`src/rtl/jtcop_sndlatch_tx.sv`:
```
// jtcop_sndlatch_tx: main-CPU side of the sound command channel.
// Captures 68000 writes to the sound latch, presents the byte on `latch` and
// raises an NMI request pulse (`snreq`) toward the HuC6280 sound CPU.
// Build option JTCOP_SNDLATCH_FIFO_EN: queue commands in a 2**AW FIFO and
// hand them over one at a time, waiting for the sound CPU's latch-read
// acknowledge (or a timeout) between commands. Without it the block behaves
// like the original board: a single latch register with a retriggerable pulse.
module jtcop_sndlatch_tx #(
  parameter int SNREQ_LEN = 16,
  parameter int AW        = 2,
  parameter int ACK_TO    = 65535
) (
  input  logic       rst,
  input  logic       clk,
  input  logic       cpu_cs,
  input  logic       cpu_we,
  input  logic [7:0] cpu_dout,
  input  logic       snd_ack,
  output logic [7:0] latch,
  output logic       snreq,
  output logic       busy,
  output logic       drop
);

  localparam logic [7:0] CNT_INIT = 8'(SNREQ_LEN - 1);

  logic       r_wr_l;
  logic       w_wr;
  logic       w_wr_ev;
  logic [7:0] r_latch;
  logic       r_snreq;
  logic [7:0] r_cnt;

  // One event per bus cycle: only the rising edge of the qualified strobe counts
  assign w_wr    = cpu_cs & cpu_we;
  assign w_wr_ev = w_wr & ~r_wr_l;

  // Remember last strobe level for the write edge detector
  always_ff @(posedge clk or posedge rst) begin
    if (rst) r_wr_l <= 1'b0;
    else     r_wr_l <= w_wr;
  end

  assign latch = r_latch;
  assign snreq = r_snreq;

`ifdef JTCOP_SNDLATCH_FIFO_EN

  localparam int DEPTH = 1 << AW;
  localparam int CW    = AW + 1;
  localparam int TW    = (ACK_TO > 1) ? $clog2(ACK_TO) : 1;

  typedef enum logic [1:0] {IDLE, PULSE, WAIT_ACK} st_t;

  st_t             r_st;
  logic [7:0]      r_mem [DEPTH];
  logic [AW-1:0]   r_wp;
  logic [AW-1:0]   r_rp;
  logic [CW-1:0]   r_fcnt;
  logic [TW-1:0]   r_tmo;
  logic            r_ack_l;
  logic            r_drop;
  logic            w_ack_ev;
  logic            w_full;
  logic            w_push;
  logic            w_pop;
  logic            w_tmo_hit;

  assign w_ack_ev  = snd_ack & ~r_ack_l;
  assign w_full    = (r_fcnt == CW'(DEPTH));
  assign w_push    = w_wr_ev & ~w_full;
  // A wait of ACK_TO cycles with no acknowledge discards the command
  assign w_tmo_hit = (ACK_TO != 0) && (r_tmo == TW'(ACK_TO - 1));
  assign w_pop     = (r_st == WAIT_ACK) & (w_ack_ev | w_tmo_hit);

  assign busy = (r_st != IDLE) | (r_fcnt != '0);
  assign drop = r_drop;

  // Acknowledge edge detector, ack only meaningful in WAIT_ACK
  always_ff @(posedge clk or posedge rst) begin
    if (rst) r_ack_l <= 1'b0;
    else     r_ack_l <= snd_ack;
  end

  // Command storage; contents are don't-care until pointers/count say otherwise
  always_ff @(posedge clk) begin
    if (w_push) r_mem[r_wp] <= cpu_dout;
  end

  // FIFO pointers, occupancy and sticky overflow flag
  always_ff @(posedge clk or posedge rst) begin
    if (rst) begin
      r_wp   <= '0;
      r_rp   <= '0;
      r_fcnt <= '0;
      r_drop <= 1'b0;
    end else begin
      if (w_push) r_wp <= r_wp + 1'b1;
      if (w_pop)  r_rp <= r_rp + 1'b1;
      r_fcnt <= r_fcnt + CW'(w_push) - CW'(w_pop);
      if (w_wr_ev & w_full) r_drop <= 1'b1;
    end
  end

  // Handover sequencer: load head, pulse snreq, then wait for ack or timeout
  always_ff @(posedge clk or posedge rst) begin
    if (rst) begin
      r_st    <= IDLE;
      r_latch <= 8'h00;
      r_snreq <= 1'b0;
      r_cnt   <= 8'h00;
      r_tmo   <= '0;
    end else begin
      case (r_st)
        IDLE: begin
          if (r_fcnt != '0) begin
            r_latch <= r_mem[r_rp];
            r_snreq <= 1'b1;
            r_cnt   <= CNT_INIT;
            r_st    <= PULSE;
          end
        end
        PULSE: begin
          if (r_cnt == 8'h00) begin
            r_snreq <= 1'b0;
            r_tmo   <= '0;
            r_st    <= WAIT_ACK;
          end else begin
            r_cnt <= r_cnt - 8'h01;
          end
        end
        WAIT_ACK: begin
          // Returning through IDLE guarantees a >=2 cycle low gap on snreq
          if (w_pop) r_st  <= IDLE;
          else       r_tmo <= r_tmo + 1'b1;
        end
        default: r_st <= IDLE;
      endcase
    end
  end

`else

  // The acknowledge has no role in the single-register build
  logic w_unused;
  assign w_unused = snd_ack;

  assign busy = r_snreq;
  assign drop = 1'b0;

  // Every write reloads the latch and (re)starts the pulse; no gap on retrigger
  always_ff @(posedge clk or posedge rst) begin
    if (rst) begin
      r_latch <= 8'h00;
      r_snreq <= 1'b0;
      r_cnt   <= 8'h00;
    end else if (w_wr_ev) begin
      r_latch <= cpu_dout;
      r_snreq <= 1'b1;
      r_cnt   <= CNT_INIT;
    end else if (r_snreq) begin
      if (r_cnt == 8'h00) r_snreq <= 1'b0;
      else                r_cnt   <= r_cnt - 8'h01;
    end
  end

`endif

endmodule

```
`config.mk`:
```
export PLATFORM = sky130hd
export DESIGN_NAME = jtcop_sndlatch_tx
export DESIGN_NICKNAME = d
export VERILOG_FILES = /design/src/rtl/jtcop_sndlatch_tx.sv
export SDC_FILE = /design/constraint.sdc
export NUM_CORES = 1
export LEC_CHECK = 0
export ABC_AREA = 0
export BUFFER_PORTS_ARGS = -buffer_cell sky130_fd_sc_hd__buf_2
export CAP_MARGIN = 20
export CELL_PAD_IN_SITES_DETAIL_PLACEMENT = 1
export CELL_PAD_IN_SITES_GLOBAL_PLACEMENT = 1
export CORE_ASPECT_RATIO = 0.7
export CORE_MARGIN = 1.5
export CORE_UTILIZATION = 40
export CTS_BUF_LIST = sky130_fd_sc_hd__clkbuf_16
export DETAILED_ROUTE_END_ITERATION = 16
export GPL_ROUTABILITY_DRIVEN = 0
export PLACE_DENSITY_LB_ADDON = 0.3
export SYNTH_ARGS = -nofsm -noshare
export SYNTH_HDL_FRONTEND = slang
export SYNTH_SLANG_ARGS = --single-unit
export TNS_END_PERCENT = 50
```
`constraint.sdc`:
```
create_clock -name clk -period 4.85 [get_ports clk]
set_clock_uncertainty 0.2 [all_clocks]
set_input_delay 0.7275 -clock clk [delete_from_list [all_inputs] [get_ports clk]]
set_output_delay 0.7275 -clock clk [all_outputs]
set_load 0.1 [all_outputs]
```
==> results of run 1 <==
[cell families (layout without fill, tap and decap cells)]
group | count (synthesis) | count (layout) | synth area share, %
AOI/OAI and AO/OA | 8 | 8 | 5.51
adders and majority gates | 1 | 1 | 1.45
buffers and inverters | 8 | 27 | 4.35
and+or+nand+nor | 50 | 50 | 28.9
DFF | 18 | 18 | 52.2
other | 1 | 1 | 0.435
muxes | 6 | 6 | 7.11
[cells in the final DEF, fill, tap and decap left out]
master,instances
dfrtp_1,18
or4_4,1
clkbuf_16,3
nand2_1,29
a211oi_1,2
nand3b_1,1
nor4_1,1
inv_1,3
or4_1,1
conb_1,1
nand2b_1,1
a21oi_1,3
mux2i_1,5
or3b_2,1
a21boi_0,1
or4b_1,1
nor3_1,1
ha_1,1
and2_2,1
or3_2,1
nor2_1,4
and2_1,2
and3b_1,1
o21ai_0,2
or2_2,2
nor3b_1,1
mux2_2,1
buf_2,21
or3_1,1
[power breakdown]
| part | switching, mW | total [mW] | leakage [nW] | internal [mW] |
|---|---|---|---|---|
| sequential | 0.0286 | 0.211 | 0.219 | 0.183 |
| clock | 0.0523 | 0.161 | 0.0370 | 0.108 |
| combinational | 0.164 | 0.225 | 0.269 | 0.0612 |
| total | 0.245 | 0.597 | 0.525 | 0.352 |
[Yosys cell counts, types with 2 or more instances]
cell type | instances | area (µm²)
nand2_1 | 29 | 109
dfrtp_1 | 18 | 450
mux2i_1 | 5 | 50.1
nor2_1 | 4 | 15.0
a21oi_1 | 3 | 15.0
clkbuf_1 | 3 | 11.3
inv_1 | 3 | 11.3
a211oi_1 | 2 | 15.0
and2_1 | 2 | 12.5
buf_4 | 2 | 15.0
o21ai_0 | 2 | 10.0
or2_2 | 2 | 12.5
[registers in the layout, indices dropped and copies added (netlist names)]
register,cells
latch,8
r_cnt,8
busy,1
r_wr_l,1
[cell type report]
class / instances / area share [%]
repair buffers: 21 / 10.1
multi-input cells: 66 / 35.9
clock buffers: 3 / 7.19
flip-flops and latches: 18 / 43.2
inverters: 3 / 1.08
well taps: 22 / 2.64
[path summary, 6_finish.rpt]
check                                  endpoint  slack, ns
min                        latch[2]$_DFFE_PP0P_       0.26
max in group asynchronous  r_cnt[7]$_DFFE_PP0P_       3.63
max                              busy$_DFF_PP0_       2.72
min in group asynchronous  latch[2]$_DFFE_PP0P_       0.38
min reg2reg                latch[2]$_DFFE_PP0P_       0.26
max reg2reg                      busy$_DFF_PP0_       2.72
[worst max-delay path, delay by kind of cell (launching register included)]
kind	cells	cell delay, ns
adders and majority gates	1	0.18
and+or+nand+nor	2	0.84
DFF	1	0.39
buffers and inverters	1	0.08
AOI/OAI and AO/OA	1	0.31
[per-layer routing]
metal	wire length (µm)	part of all wire, %	vias up	GRT usage (%)
li1	-	-	339	-
met1	859	43	344	19.9
met2	1040	53	12	37.3
met3	70	3.5	2	6.54
met4	12	0.60	0	6.98
met5	0	0	-	0
==> summary.md, run 1 <==
| Metric | Value |
|---|---|
| RSZ-0062 raised after global routing | no |
| Ports | 24 |
| Post-synth EDFFs | 0 |
| Crit path kind | flip-flop to flip-flop |
| Sequential-to-total area share from yosys stat | 52.2% |
| Asr flop ratio synth | 100% |
| Setup Slack @ Placement | 2.74 ns |
| Die area | 2450 µm² |
| CTS buffer count | 3 |
| Area of the multi-input gates | 374 µm² |
| Vias in the first global route | 776 |
| Number of DRC markers in iteration 0 | 9 |
| Ant diodes | 0 |
| Max stage delay on crit path | 0.48 ns |
| Hold Path Class | flip-flop to flip-flop |
| WP data arrival | 2.05 ns |
| Worst-Margin Slew | 0.692 ns |
| Filler cell count in the final layout | 234 |
| Postcts setup bufs | 0 |
| Total GRT Usage | 19.8% |
| CP startpoint | r_cnt[0]$_DFFE_PP0P_ |
| Final min period | 2.13 ns |
| Initial antenna violation count | 0 |
| Final setup viols | 0 |
| Final worst-path cycle share | 43.8% |
| Main synth FF type | dfrtp_1 |
| Max Clk Rate | 470 MHz |
| Layout cells sized above 1 | 27.9% |
| Via count | 697 |
| Clk buf depth | 2 |
| Hold_buf cts | 0 |
| Site Rows | 13 |
| YS warnings | 0 |
| Final hold vios | 0 |
| Total negative slack | 0 ns |
| Post-CTS sizing | 0 |
| Aggregate routed wire length | 1990 µm |
| Vias/cell | 5.24 |
| Die H | 41.8 µm |
| First-pass GRT wire length | 3510 µm |
| Antenna-violating nets left | 0 |
| Hold Crit Depth | 2 |
| CTS tree | yes |
| LEAKAGE | 0.525 nW |
| Status | finished clean |
| Fin util | 53.9% |
| Initial Utilization | 44.5% |
| Max-slew headroom | 53.8% |
| Hold WS | 0.263 ns |
| Total gr overflow | 0 |
| DP HPWL | 1510 µm |
| Critical path required time | 4.78 ns |
| Register-to-Register Path Depth | 5 |
| H-tree Lvls | 1 |
| Reg area | 450 µm² |
| DR WL/cell | 14.9 µm |
| Drt pass-1 iters | 3 |
| Cell Area, Synth | 862 µm² |
| Nets | 127 |
| #FFs+latches synth | 18 |
| Placed cell area | 968 µm² |
| Mapped Cells | 92 |
| Core area | 1940 µm² |
| FF-to-FF Start | r_cnt[0]$_DFFE_PP0P_ |
| Critical path's slowest cell | nor3b_1 |
| PnR worst setup slack | 2.72 ns |
| Largest net degree at the start of global routing | 19 |
| Worst-path clk slew | 0.05 ns |
| Crit end category | flip-flop |
| IO buf count | 21 |
| Power density over the cells | 572 nW/µm² |
| CTS root buffer | clkbuf_16 |
| Critical path peak fanout | 5 |
| Hold_sp | latch[2]$_DFFE_PP0P_ |
| Later-pin clock latency in the skew report | 0.25 ns |
| CTS Sinks | 18 |
| DRC viols | 0 |
| Total power | 0.597 mW |
| Synth-to-Final Area Change | 21.0% |
| Worst Setup Start Kind | flip-flop |
| Synth unique cells | 29 |
| Cells after DPL | 130 |
| Max cap viols | 0 |
| Die W | 58.5 µm |
| Max VDD drop | 0.282 mV |
| Max-slew violation count | 0 |
| CP cell instances | inv_1 -> ha_1 -> nor3b_1 -> a21boi_0 -> or2_2 |
| Synthesized area per cell | 9.37 µm² |
| Final instance area | 1040 µm² |
| Non-Filler Instances | 133 |
| Net Count, Synth | 106 |
No activity file was read; power rests on OpenSTA's default activity.
==> run 2, diff against run 1 <==
- ABC_AREA: 0 -> 1
- CORE_UTILIZATION: 40 -> 32
- clock period: 4.85 -> 1.95 ns (I/O delays scaled with it)
==> summary.md, run 2 <==
| Metric | Value |
|---|---|
| Initial Utilization | 35.2% |
| Core area | 2570 µm² |
| Max VDD drop | 0.692 mV |
| Post-CTS sizing | 0 |
| Yosys top cell area share | 49.7% |
| Clock share of power | 22.1% |
| Mapped Cells | 117 |
| CP cell instances | buf_2 |
| RSZ-0062 raised after global routing | no |
| Crit end category | output pin |
| Yosys top cell by area | dfrtp_1 |
| Top post-synthesis cells by area | dfrtp_1 50%, nand2_1 20%, inv_1 5.0% |
| LEAKAGE | 0.649 nW |
| Sw Pwr | 0.903 mW |
| Most common cell in the netlist | nand2_1 |
| Register-to-Register Path Depth | 7 |
| WP data arrival | 1.17 ns |
| Final setup viols | 0 |
| CTS tree | yes |
| Cell Area, Synth | 906 µm² |
| Synth cell count leaders | 49 x nand2_1, 18 x dfrtp_1, 12 x inv_1 |
| Critical path peak fanout | 5 |
| #FFs+latches synth | 18 |
| Crit path depth | 1 |
| Hold Path Class | input pin to flip-flop |
| First-pass GRT wire length | 3720 µm |
| Net Count, Synth | 131 |
| Synth-to-Final Area Change | 26.4% |
| Status | finished clean |
| Synth unique cells | 19 |
| Initial antenna violation count | 0 |
| Filler cell count in the final layout | 331 |
| Top sig layer | met4 |
| CTS Sinks | 18 |
| CTS root buffer | clkbuf_16 |
| Total GRT Usage | 16.5% |
| Crit path kind | flip-flop to output pin |
| Number of DRC markers in iteration 0 | 33 |
| Crit path max-delay family | buffers and inverters |
| Metal-1 WL | 1090 µm |
| Aggregate routed wire length | 2300 µm |
| Final min period | 1.66 ns |
| Worst path bufs/invs | 1 |
| Met3 WL post-DR | 97 µm |
| Ant diodes | 0 |
| Reg2reg setup slack | 0.32 ns |
| Ports | 24 |
| Logic pwr share | 47.5% |
| Synthesized area per cell | 7.74 µm² |
| Main synth FF type | dfrtp_1 |
| Hold Crit Depth | 3 |
| Worst-path clk slew | 0.05 ns |
| Final worst-path cycle share | 85.3% |
| IO buf count | 21 |
| Die W | 66.6 µm |
| Final hold vios | 0 |
| Vias in the first global route | 790 |
| DRC viols | 0 |
| DP HPWL | 1760 µm |
| Sequential-to-total area share from yosys stat | 49.7% |
| Vias/cell | 4.61 |
| Post-synth EDFFs | 0 |
| Drt pass-1 iters | 4 |
| YS warnings | 0 |
| Power density over the cells | 1630 nW/µm² |
| Max cap viols | 0 |
| Cells after DPL | 172 |
| WL met2 | 1100 µm |
| Clk buf depth | 2 |
| Critical path's slowest cell | buf_2 |
| Most frequent cells in the layout | 49 x nand2_1, 21 x buf_2, 18 x dfrtp_1, 12 x inv_1, 8 x nor2_1 |
| Via count | 816 |
| Critical path required time | 1.46 ns |
| Die H | 47.5 µm |
| Hold WS | 0.0461 ns |
| Site Rows | 15 |
| Max Clk Rate | 601 MHz |
| Non-Filler Instances | 177 |
| Switch share | 48.5% |
| Internal power | 0.958 mW |
| Total negative slack | 0 ns |
| Die area | 3160 µm² |
| Register share of total power | 30.4% |
| H-tree Lvls | 1 |
| DR WL/cell | 13.0 µm |
| Later-pin clock latency in the skew report | 0.25 ns |
| Antenna-violating nets left | 0 |
| Worst Setup Start Kind | flip-flop |
| Asr flop ratio synth | 100% |
| Postcts setup bufs | 0 |
| Largest net degree at the start of global routing | 19 |
| Total gr overflow | 0 |
| CTS buffer count | 3 |
| Max-slew violation count | 0 |
| Layout cells sized above 1 | 25.9% |
| Most common cell after layout, fill and taps aside | nand2_1 |
| Max stage delay on crit path | 0.47 ns |
| Nets | 158 |
==> run 2: cell types whose count changed in the layout (fill, tap and decap cells not counted), moves of 4 or more <==
cell	previous run	this run
mux2i_1	5	0
nor2_1	4	8
nand3_1	0	6
nand2_1	29	49
inv_1	3	12
nand4_1	0	5
==> run 2: area by class of cell <==
class                      instances  area [µm²]  area share, %
clock buffer                       3        75.1           6.56
clock inverter                     1        3.75          0.328
inverter                          15        56.3           4.92
multi-input combinational         81         379           33.1
sequential                        18         450           39.3
tap                               34        42.5           3.72
timing repair buffer              25         138           12.0
==> run 2: path summary, 6_finish.rpt <==
| path | start | end |
|---|---|---|
| max | busy$_DFF_PP0_ | busy |
| min | cpu_dout[6] | latch[6]$_DFFE_PP0P_ |
| max reg2reg | r_cnt[0]$_DFFE_PP0P_ | r_cnt[6]$_DFFE_PP0P_ |
| min reg2reg | latch[2]$_DFFE_PP0P_ | latch[2]$_DFFE_PP0P_ |
| max in group asynchronous | rst | busy$_DFF_PP0_ |
| min in group asynchronous | rst | latch[0]$_DFFE_PP0P_ |
==> run 2: logic make-up (layout without fill, tap and decap cells) <==
kind of cell    Yosys count  after routing  share of synthesized area [%]
simple gates             74             74                           36.1
flops                    18             18                           49.7
buf+inv                  18             44                           8.42
compound gates            5              5                           4.00
fa+ha+maj                 1              1                           1.38
other cells               1              1                          0.414
==> run 2: through the flow <==
step	power [mW]	area (µm²)	utilization [%]	setup slack, ns
2_1_floorplan	1.28	906	-	0.0427
3_5_place_dp	1.46	1060	41.1	0.357
6_report	1.86	1140	44.5	0.287
5_1_grt	2.00	1140	44.5	0.204
4_1_cts	1.89	1140	44.5	0.276
3_3_place_gp	1.41	1060	41.1	0.399
==> run 2: power by group through the flow <==
| stage | logic, mW | clock network [mW] | registers [mW] |
|---|---|---|---|
| 3_3_place_gp | 0.848 | 0 | 0.564 |
| 3_5_place_dp | 0.889 | 0 | 0.571 |
| 2_1_floorplan | 0.474 | 0 | 0.804 |
| 4_1_cts | 0.896 | 0.424 | 0.568 |
| 6_report | 0.883 | 0.412 | 0.565 |
| 5_1_grt | 0.969 | 0.443 | 0.584 |
==> run 2: metal layers <==
layer / track usage (%) / vias up
met5: 0 / -
met4: 3.67 / 0
met3: 5.65 / 2
met2: 29.8 / 16
met1: 19.7 / 390
li1: - / 408
==> run 2: what timing repair did <==
item                                   4_1_cts  5_1_grt
setup endpoints to repair                    0        0
hold buffers                                 1        0
endpoints found under the hold margin       18        0
==> run 2: worst register-to-register path, delay by kind of cell, from the launching register on <==
kind                       cells  cell delay [ns]
and+or+nand+nor                5             0.70
DFF                            1             0.36
buffers and inverters          1             0.09
adders and majority gates      1             0.24
